$ cat src/rtl/nibble_serial_adder.sv
// Wide adder that adds one nibble per clock through a single 4-bit carry-lookahead slice.
// The slice's carry-out is held in a register and fed into the next, more significant nibble.
module nibble_serial_adder #(
   parameter int WIDTH = 16
) (
   input  logic             clk,
   input  logic             rst,
   input  logic             in_valid,
   output logic             in_ready,
   input  logic [WIDTH-1:0] a,
   input  logic [WIDTH-1:0] b,
   input  logic             cin,
   output logic             out_valid,
   input  logic             out_ready,
   output logic [WIDTH-1:0] sum,
   output logic             cout,
   output logic             ovf,
   output logic             busy
);

   localparam int NIBBLES = WIDTH / 4;
   localparam int IDX_W   = (NIBBLES > 1) ? $clog2(NIBBLES) : 1;
   localparam logic [IDX_W-1:0] LAST_IDX = IDX_W'(NIBBLES - 1);

   typedef enum logic [1:0] {
      IDLE = 2'd0,
      ADD  = 2'd1,
      DONE = 2'd2
   } state_t;

   state_t             state_reg, state_next;
   logic [WIDTH-1:0]   a_reg, a_next;
   logic [WIDTH-1:0]   b_reg, b_next;
   logic [WIDTH-1:0]   sum_reg, sum_next;
   logic               carry_reg, carry_next;
   logic               cout_reg, cout_next;
   logic               ovf_reg, ovf_next;
   logic [IDX_W-1:0]   idx_reg, idx_next;

   // 4-bit carry-lookahead slice on the low nibble of the operand shift registers
   logic [3:0] slice_g;
   logic [3:0] slice_p;
   logic [3:0] slice_s;
   logic [4:0] slice_c;

   assign slice_g    = a_reg[3:0] & b_reg[3:0];
   assign slice_p    = a_reg[3:0] ^ b_reg[3:0];
   assign slice_c[0] = carry_reg;

   generate
      for (genvar gi = 0; gi < 4; gi++) begin : g_carry
         assign slice_c[gi+1] = slice_g[gi] | (slice_p[gi] & slice_c[gi]);
      end
   endgenerate

   assign slice_s = slice_p ^ slice_c[3:0];

   always_ff @(posedge clk) begin
      if (rst) begin
         state_reg <= IDLE;
         a_reg     <= '0;
         b_reg     <= '0;
         sum_reg   <= '0;
         carry_reg <= 1'b0;
         cout_reg  <= 1'b0;
         ovf_reg   <= 1'b0;
         idx_reg   <= '0;
      end else begin
         state_reg <= state_next;
         a_reg     <= a_next;
         b_reg     <= b_next;
         sum_reg   <= sum_next;
         carry_reg <= carry_next;
         cout_reg  <= cout_next;
         ovf_reg   <= ovf_next;
         idx_reg   <= idx_next;
      end
   end

   always_comb begin
      state_next = state_reg;
      a_next     = a_reg;
      b_next     = b_reg;
      sum_next   = sum_reg;
      carry_next = carry_reg;
      cout_next  = cout_reg;
      ovf_next   = ovf_reg;
      idx_next   = idx_reg;
      case (state_reg)
         IDLE: begin
            if (in_valid) begin
               a_next     = a;
               b_next     = b;
               carry_next = cin;
               idx_next   = '0;
               state_next = ADD;
            end
         end
         ADD: begin
            a_next     = a_reg >> 4;
            b_next     = b_reg >> 4;
            // After NIBBLES shifts the first nibble computed lands in bits [3:0]
            sum_next   = sum_reg >> 4;
            sum_next[WIDTH-1 -: 4] = slice_s;
            carry_next = slice_c[4];
            idx_next   = idx_reg + 1'b1;
            if (idx_reg == LAST_IDX) begin
               cout_next  = slice_c[4];
               ovf_next   = slice_c[3] ^ slice_c[4];
               state_next = DONE;
            end
         end
         DONE: begin
            if (out_ready) begin
               state_next = IDLE;
            end
         end
         default: state_next = IDLE;
      endcase
   end

   assign in_ready  = (state_reg == IDLE);
   assign out_valid = (state_reg == DONE);
   assign busy      = (state_reg == ADD);
   assign sum       = sum_reg;
   assign cout      = cout_reg;
   assign ovf       = ovf_reg;

endmodule

$ cat config.mk
export PLATFORM = sky130hd
export DESIGN_NAME = nibble_serial_adder
export DESIGN_NICKNAME = d
export VERILOG_FILES = /design/src/rtl/nibble_serial_adder.sv
export SDC_FILE = /design/constraint.sdc
export NUM_CORES = 1
export LEC_CHECK = 0
export CORE_MARGIN = 5
export CORE_UTILIZATION = 55
export CTS_BUF_LIST = sky130_fd_sc_hd__clkbuf_8
export CTS_CLUSTER_DIAMETER = 150
export DETAILED_ROUTE_END_ITERATION = 8
export DONT_BUFFER_PORTS = 1
export GPL_TIMING_DRIVEN = 0
export PLACE_DENSITY = 0.74
export SYNTH_ARGS = -nofsm -noshare
export SYNTH_HDL_FRONTEND = slang
export SYNTH_SLANG_ARGS = --single-unit
$ cat constraint.sdc
create_clock -name clk -period 3 [get_ports clk]
set_clock_uncertainty 0.2 [all_clocks]
set_input_delay 0.3 -clock clk [delete_from_list [all_inputs] [get_ports clk]]
set_output_delay 0.3 -clock clk [all_outputs]
set_load 0.05 [all_outputs]
* After elaboration in Yosys (flattened, before gate mapping)
Index checks and enable logic that the tools add are counted.
** Word-level totals
- Output and inout port bits :: 21
- Input port bits :: 37
- Memory bits (read-only) :: 0
- Latch bits :: 0
- Register bits :: 55
- Memories kept :: 0
- Memory bits (writable) :: 0
- Word-level logic and storage cells :: 44
** Operators by class
- Multipliers :: 0
- Eq/ne operators :: 6
- Div/mod/pow operators :: 0
- Magnitude comparators :: 0
- Multiplexer cells :: 12
- Reductions and logical operators :: 5
- $add $sub $neg :: 1
- Shifts and indexed selects :: 0
- Bitwise logic cells :: 12
** Operator list (count)
- one-hot mux 16 bit (2 select lines) :: 2
- 2-to-1 mux 16 bit :: 2
- 2-to-1 mux 2 bit :: 4
- XOR 4 bit :: 2
- one-hot mux 2 bit (3 select lines) :: 1
- bitwise AND 1 bit :: 4
- bitwise AND 4 bit :: 1
- equality test 2 bit, second input constant :: 2
- != test 2 x 1 -> 1 bit, second input constant :: 2
- OR 1 bit :: 4
- one-hot mux 2 bit (2 select lines) :: 1
- AND reduction 2 bit :: 2
- AND reduction 3 bit :: 1
- adder 2 x 1 -> 2 bit, second input constant :: 1
- equality test 2 x 1 -> 1 bit, second input constant :: 1
- zero test 2 bit :: 1
- != test 2 bit, second input constant :: 1
- one-hot mux 1 bit (2 select lines) :: 1
- nonzero test 2 bit :: 1
- 2-to-1 mux 1 bit :: 1
- XOR 1 bit :: 1

* Depth between registers and ports, before layout
Gate-level depths: netlist of the first run.
- Depth after elaboration :: 10
- Gate-level depth with buffers :: 10
- Gate-level depth less buffers :: 10

* Least setup slack after synthesis of the first run
No wires, ideal clock.
- Kind :: register -> register
- Start point :: register a_reg[0]
- End point :: register sum_reg[15], in the netlist sum[15]
- Data required time :: 2714 ps
- Arrival :: 1973 ps
- Setup time :: 86 ps
- Slack :: 741 ps
- Cell stages (with the launch flop) :: 9
- Period minus slack after synthesis :: 2259 ps
- Buffers on the path :: 0
- Path through :: dfxtp_1 > inv_1 > fa_1 > inv_1 > fa_1 > fa_1 > inv_1 > fa_1 > a211oi_1
** On the way
- Word-level cells in the longest chain between the ends :: 8
- Elaborated cells on any way between the ends :: 9
- Those cells by class :: 9 x bitwise
** RTL lines
- start: declaration :: RTL line 32 : logic [WIDTH-1:0] a_reg, a_next;
- start signal: assignment :: RTL line 70 : a_reg <= a_next;
- XOR 4 bit :: RTL line 47 : assign slice_p = a_reg[3:0] ^ b_reg[3:0];
- bitwise AND 1 bit :: RTL line 52 : assign slice_c[gi+1] = slice_g[gi] | (slice_p[gi] & slice_c[gi]);
- OR 1 bit (*) :: RTL line 52
- bitwise AND 1 bit (*) :: RTL line 52
- OR 1 bit (*) :: RTL line 52
- bitwise AND 1 bit (*) :: RTL line 52
- OR 1 bit (*) :: RTL line 52
- XOR 4 bit (*) :: RTL line 56 : assign slice_s = slice_p ^ slice_c[3:0];
- end signal: assignment :: RTL line 72 : sum_reg <= sum_next;
- end: declaration :: RTL line 34 : logic [WIDTH-1:0] sum_reg, sum_next;
Every way passes the cells marked *; elsewhere a longest branch is shown, timed or not.
A chain may end at the register's enable or synchronous reset.

* Worst setup path in the final report of the first run
- Start point :: register a_reg[0]
- End point :: register ovf_reg, in the netlist ovf
** On the way
- Word-level cells in the longest chain between the ends :: 10
- Elaborated cells on any way between the ends :: 11
- Those cells by class :: 11 x bitwise
** RTL lines
- XOR 4 bit :: RTL line 47
- bitwise AND 1 bit :: RTL line 52
- OR 1 bit (*) :: RTL line 52
- bitwise AND 1 bit (*) :: RTL line 52
- OR 1 bit (*) :: RTL line 52
- bitwise AND 1 bit (*) :: RTL line 52
- OR 1 bit (*) :: RTL line 52
- bitwise AND 1 bit :: RTL line 52
- OR 1 bit :: RTL line 52
- XOR 1 bit (*) :: RTL line 109 : ovf_next = slice_c[3] ^ slice_c[4];
- end signal: assignment :: RTL line 75 : ovf_reg <= ovf_next;
- end: declaration :: RTL line 37 : logic ovf_reg, ovf_next;
Marks and branches as above.

==> impl_metrics.json, run 1 <==
{
  "status": "finished, final reports clean",
  "timing.final.hold_violations": 0,
  "finish.net_count": 360,
  "cts-resized-gates": 0,
  "die_area_sq_mm": 0.00629,
  "final_critical_path_setup_slack_ps": 534,
  "syn_std_cell_area_sq_mm": 0.00264,
  "dr_total_vias": 2051,
  "syn_to_final_growth_pct": 9.51,
  "grt_first_pass_wirelength_um": 9960,
  "avgRoutedWirePerCell_um": 15.7,
  "period_share_pct": 82.2,
  "routed_via_density": 5.50,
  "timing.final.setup_violations": 0,
  "grt_remaining_overflow": 0,
  "leakage_uw": 0.00107,
  "max-slew-margin-rel_pct": 33.1,
  "clkSlewWorstSetupHoldPaths_ps": 110,
  "min-delay-path-class": "in2reg",
  "hpwl_dp_um": 4290,
  "antenna_violations_before_repair": 0,
  "place_ws_ps": 550,
  "synth_edf_count": 0,
  "fillCellCount": 421,
  "die_h_um": 79.3,
  "syn-num-nets": 344,
  "maxCapViolations": 0,
  "dr.pass1.iters": 4,
  "report.final.slew_viol_count": 0,
  "ant_nets": 0,
  "unrepaired_setup_endpoints_after_global_routing": "no",
  "cts_tree": "yes",
  "postSynthAreaPerCell_sq_um": 8.75,
  "grt_max_degree": 20,
  "dr.first_iter.drc_count": 159,
  "io_pins": 58,
  "drt_total_wl_um": 5840,
  "cts-buffers-inserted": 5,
  "cellPowerDensity_mw_per_mm2": 523,
  "die_x_um": 79.3,
  "total_power_uw": 1510,
  "pin_slew_with_the_least_headroom_to_its_limit_ps": 1000,
  "synth.ff_latch_count": 55,
  "synth_area_leaders": "dfxtp_1 (42%), or3b_1 (8.0%), a21oi_1 (7.4%)",
  "clock_path_buffers": 2,
  "nature_of_the_critical_path_endpoint": "flop",
  "max-vdd-ir-drop_mv": 0.260,
  "worstPathMaxFanout": 3,
  "number_of_rows_created_at_floorplan": 25,
  "layoutNonFillerInstCount": 373,
  "layout_min_cycle_time_ps": 2470,
  "synthesis.yosys.warnings": 0,
  "gp_congestion": 0.778,
  "htree_levels": 2,
  "drc": 0,
  "yosys.cell_types.count": 33,
  "critPathKind": "reg2reg",
  "clock_latency_ps": 310,
  "netlist_instances": 302,
  "critical_path_arrival_ps": 2520,
  "synth_flop_cell": "dfxtp_1",
  "antenna_cells": 0,
  "first_global_vias": 2079,
  "setup.worst_path.start_class": "flop",
  "setup-tns-final_ps": 0,
  "cts_root_buf": "clkbuf_8",
  "place.port_buffers": 0,
  "synthDominantCellAreaShare_pct": 41.6,
  "post_synthesis_sequential_area_ratio_pct": 41.6,
  "cts_hold_buffers": 9,
  "grt.total_usage_pct": 20.3,
  "buffers_inserted_during_post_cts_setup_optimization": 0,
  "post_synth_top_area_cell": "dfxtp_1",
  "timing.critical_path.required_ps": 3050,
  "floorplan.core_area_sq_mm": 0.00469,
  "floorplan.initialDensity_pct": 56.3,
  "placed_cells": 356,
  "tritoncts_sinks": 55,
  "timing.fmax_mhz": 406,
  "synthArstFlopShare_pct": 0,
  "post_route_cells_drive_above_1_share_pct": 12.9
}
==> area by class of cell <==
cell class                      count  area [sq um]  share of cell area, %
Clock inverter                      3          25.0                  0.864
Inverter                            9          33.8                   1.17
Timing Repair Buffer                9          90.1                   3.11
Clock buffer                        5          68.8                   2.38
Sequential cell                    55          1100                   38.0
Multi-Input combinational cell    213          1340                   46.3
Tap cell                           54          67.6                   2.33
Buffer                             25           168                   5.79
==> through the flow <==
step	utilization (%)	instance area (sq um)	hold WS, ps
2_1_floorplan	-	2640	244
3_3_place_gp	57.8	2710	250
3_5_place_dp	57.8	2710	260
4_1_cts	61.7	2900	100
5_1_grt	61.7	2900	105
6_report	61.7	2900	106
==> cell families after synthesis <==
logic type               synth area share [%]
adder cells (fa/ha/maj)                  3.50
multiplexers                            0.379
buffers and inverters                    7.62
AO/OA/AOI/OAI                            15.5
flip-flops                               41.6
AND/OR/NAND/NOR                          31.0
XOR/XNOR                                0.331
==> layer usage <==
layer / GRT usage [%] / routed length (um)
met4: 6.19 / 70
met2: 32.6 / 2760
met5: 0 / 0
met1: 26.4 / 2580
met3: 5.78 / 432
==> where the power goes <==
group | leakage, uW | switching, uW | total [uW] | internal, uW
clock network | 0.0000452 | 260 | 431 | 171
logic | 0.000570 | 137 | 249 | 112
registers | 0.000452 | 56.0 | 834 | 778
total | 0.00107 | 453 | 1510 | 1060
==> cells in the final DEF, fill, tap and decap left out, types with 2 or more instances in the layout <==
cell type / Yosys / final
dfxtp_1: 55 / 55
a21oi_1: 39 / 39
nor2_1: 31 / 31
nand2_1: 29 / 29
nand2b_1: 25 / 25
or3b_1: 24 / 24
nor3_1: 16 / 16
dlygate4sd3_1: 0 / 9
buf_6: 8 / 8
inv_1: 8 / 8
clkbuf_1: 8 / 8
a211oi_1: 7 / 7
a21oi_2: 6 / 6
nor3_2: 6 / 6
nand3b_1: 5 / 5
a22oi_1: 5 / 5
clkbuf_8: 0 / 5
buf_2: 4 / 4
o21ai_0: 4 / 4
fa_1: 4 / 4
buf_4: 2 / 2
nor2b_1: 2 / 2
buf_1: 2 / 2
inv_6: 0 / 2
==> cell usage after synthesis, types with 5 or more instances <==
| cell type | instances |
|---|---|
| clkbuf_1 | 8 |
| a21oi_2 | 6 |
| nand2b_1 | 25 |
| buf_6 | 8 |
| nor2_1 | 31 |
| dfxtp_1 | 55 |
| nand3b_1 | 5 |
| or3b_1 | 24 |
| a22oi_1 | 5 |
| inv_1 | 8 |
| nand2_1 | 29 |
| a21oi_1 | 39 |
| nor3_2 | 6 |
| nor3_1 | 16 |
| a211oi_1 | 7 |
==> critical path, stage by stage, from the launching register on <==
cell	delay [ps]
dfxtp_1	320
inv_1	60
fa_1	410
inv_1	70
fa_1	180
fa_1	250
inv_1	70
fa_1	430
xnor2_1	160
nand3_1	90
a21oi_1	150
==> final timing paths <==
path | start | to | slack (ps) | depth (start not counted)
max | a_reg[0] | ovf | 530 | 10
min | b[7] | b_reg[7] | 110 | 3
max reg2reg | a_reg[0] | ovf | 530 | 10
min reg2reg | a_reg[11] | a_reg[11] | 290 | 2
Power figures use the tool's default switching activity.
==> inputs of run 2 (changes only) <==
- clock period: 3 -> 2.3 ns (I/O delays scaled with it)
==> impl_metrics.json, run 2 (synthesis gave the netlist of run 1 again) <==
{
  "status": "complete, but fails checks",
  "failed_checks": "negative setup slack",
  "floorplan.core_area_sq_mm": 0.00469,
  "maxCapViolations": 0,
  "die_h_um": 79.3,
  "grt_max_degree": 20,
  "detailed_place.area_sq_mm": 0.00271,
  "clkSlewWorstSetupHoldPaths_ps": 110,
  "total_power_uw": 1990,
  "leakage_uw": 0.00108,
  "hold_ws_ps": 37.8,
  "report.final.slew_viol_count": 0,
  "tritoncts_sinks": 55,
  "worstPathMaxFanout": 3,
  "fillCellCount": 418,
  "cp_cell_sequence": "inv_2, fa_2, inv_2, fa_2, fa_2, inv_2, fa_2, buf_4, a311oi_1",
  "io_pins": 58,
  "final_critical_path_setup_slack_ps": -52.8,
  "die_x_um": 79.3,
  "hpwl_dp_um": 4290,
  "timing.reg2reg.setup_slack_ps": -50,
  "most_common_cell_after_layout_fill_and_taps_aside": "dfxtp_1",
  "routed_via_density": 5.54,
  "dr.pass1.iters": 4,
  "dr_total_vias": 2079,
  "clock_latency_ps": 310,
  "start_point_of_the_worst_min_delay_path": "b[7]",
  "first_global_vias": 2065,
  "pin_slew_with_the_least_headroom_to_its_limit_ps": 1000,
  "cts_root_buf": "clkbuf_8",
  "crit_path_frequent_cell": "fa_2",
  "critPathKind": "reg2reg",
  "antenna_violations_before_repair": 0,
  "worst_path_dominant_cell_family": "adder cells",
  "max-vdd-ir-drop_mv": 0.338,
  "unrepaired_setup_endpoints_after_global_routing": "yes",
  "cp_slowest_cell": "fa_2",
  "layout.cells.most_common_list": "dfxtp_1 (53), a21oi_1 (39), nor2_1 (31), nand2_1 (29), nand2b_1 (25)",
  "syn_to_final_growth_pct": 11.0,
  "peak_per_stage_delay_on_the_critical_path_ps": 400,
  "worst_path_buffer_plus_inverter_count": 4,
  "seq_area_sq_mm": 0.00110,
  "floorplan.initialDensity_pct": 56.3,
  "place.port_buffers": 0,
  "period_share_pct": 102,
  "setup.worst_path.start_class": "flop",
  "layoutNonFillerInstCount": 375,
  "timing.critical_path.required_ps": 2320,
  "die_area_sq_mm": 0.00629,
  "number_of_rows_created_at_floorplan": 25,
  "r2r_start": "a_reg[0]",
  "dr.first_iter.drc_count": 144,
  "cts_tree": "yes",
  "avgRoutedWirePerCell_um": 15.7,
  "critical_path_arrival_ps": 2380,
  "layout_min_cycle_time_ps": 2350,
  "cellPowerDensity_mw_per_mm2": 676,
  "nature_of_the_critical_path_endpoint": "flop",
  "finish.net_count": 362,
  "max-slew-margin-rel_pct": 33.0,
  "ant_nets": 0,
  "clock_path_buffers": 2,
  "antenna_cells": 0,
  "critPathLaunch": "a_reg[0]",
  "place_ws_ps": -150,
  "drt_total_wl_um": 5890,
  "layout.cell_area.non_filler_sq_mm": 0.00294,
  "placed_cells": 356,
  "grt_remaining_overflow": 0,
  "timing.final.hold_violations": 0,
  "htree_levels": 2,
  "post_route_cells_drive_above_1_share_pct": 17.1,
  "min-delay-path-class": "in2reg",
  "timing.fmax_mhz": 425,
  "cts-buffers-inserted": 5,
  "grt.total_usage_pct": 20.4,
  "multi_input_area_sq_mm": 0.00136,
  "gp_congestion": 0.778,
  "grt_first_pass_wirelength_um": 10000,
  "drc": 0,
  "timing.final.setup_violations": 3
}
[run 2: cell count changes in the layout (fill, tap and decap cells not counted), sizes merged]
cell,change
buf,+2
[run 2: what timing repair did]
item / in CTS / in global routing
setup endpoints to repair: 4 / 3
hold endpoints to repair: 9 / 0
hold buffers: 9 / 0
gates resized for setup: 10 / 2
setup buffers: 1 / 1
pin swaps: 6 / 1
[run 2: layer usage]
metal | vias to the layer above | share of wire [%] | global-route usage (%)
met4 | 0 | 1.2 | 6.36
met2 | 49 | 48 | 32.2
met1 | 971 | 44 | 27.1
met3 | 5 | 6.9 | 5.78
li1 | 1054 | - | -
met5 | - | 0 | 0
[run 2: per-stage QoR]
step / util [%] / setup TNS, ps
2_1_floorplan: - / 0
5_1_grt: 62.6 / -386
3_5_place_dp: 57.8 / -362
4_1_cts: 62.2 / -101
3_3_place_gp: 57.8 / -229
6_report: 62.6 / -120
[run 2: final cells by class]
class | instances | area share [%]
inverters | 9 | 1.15
flip-flops and latches | 55 | 37.6
clock inverters | 3 | 0.853
clock buffers | 5 | 2.34
plain buffers | 25 | 5.71
repair buffers | 11 | 3.58
well taps | 54 | 2.30
multi-input cells | 213 | 46.5
[run 2: worst paths after layout]
kind | endpoint | cells after the start
max reg2reg | cout | 9
min reg2reg | b_reg[0] | 2
min | b_reg[7] | 3
max | cout | 9
[run 2: worst register-to-register path, stage by stage, from the launching register on]
cell and delay (ps):
dfxtp_2 340, inv_2 40, fa_2 370, inv_2 60
fa_2 200, fa_2 240, inv_2 50, fa_2 400
buf_4 150, a311oi_1 220
[run 2: power breakdown]
| group | leakage (uW) | internal (uW) | total (uW) | switching [uW] |
|---|---|---|---|---|
| Clock | 0.0000452 | 223 | 557 | 334 |
| Combinational | 0.000582 | 155 | 340 | 185 |
| Sequential | 0.000453 | 1010 | 1090 | 74.0 |
| Total | 0.00108 | 1390 | 1990 | 593 |
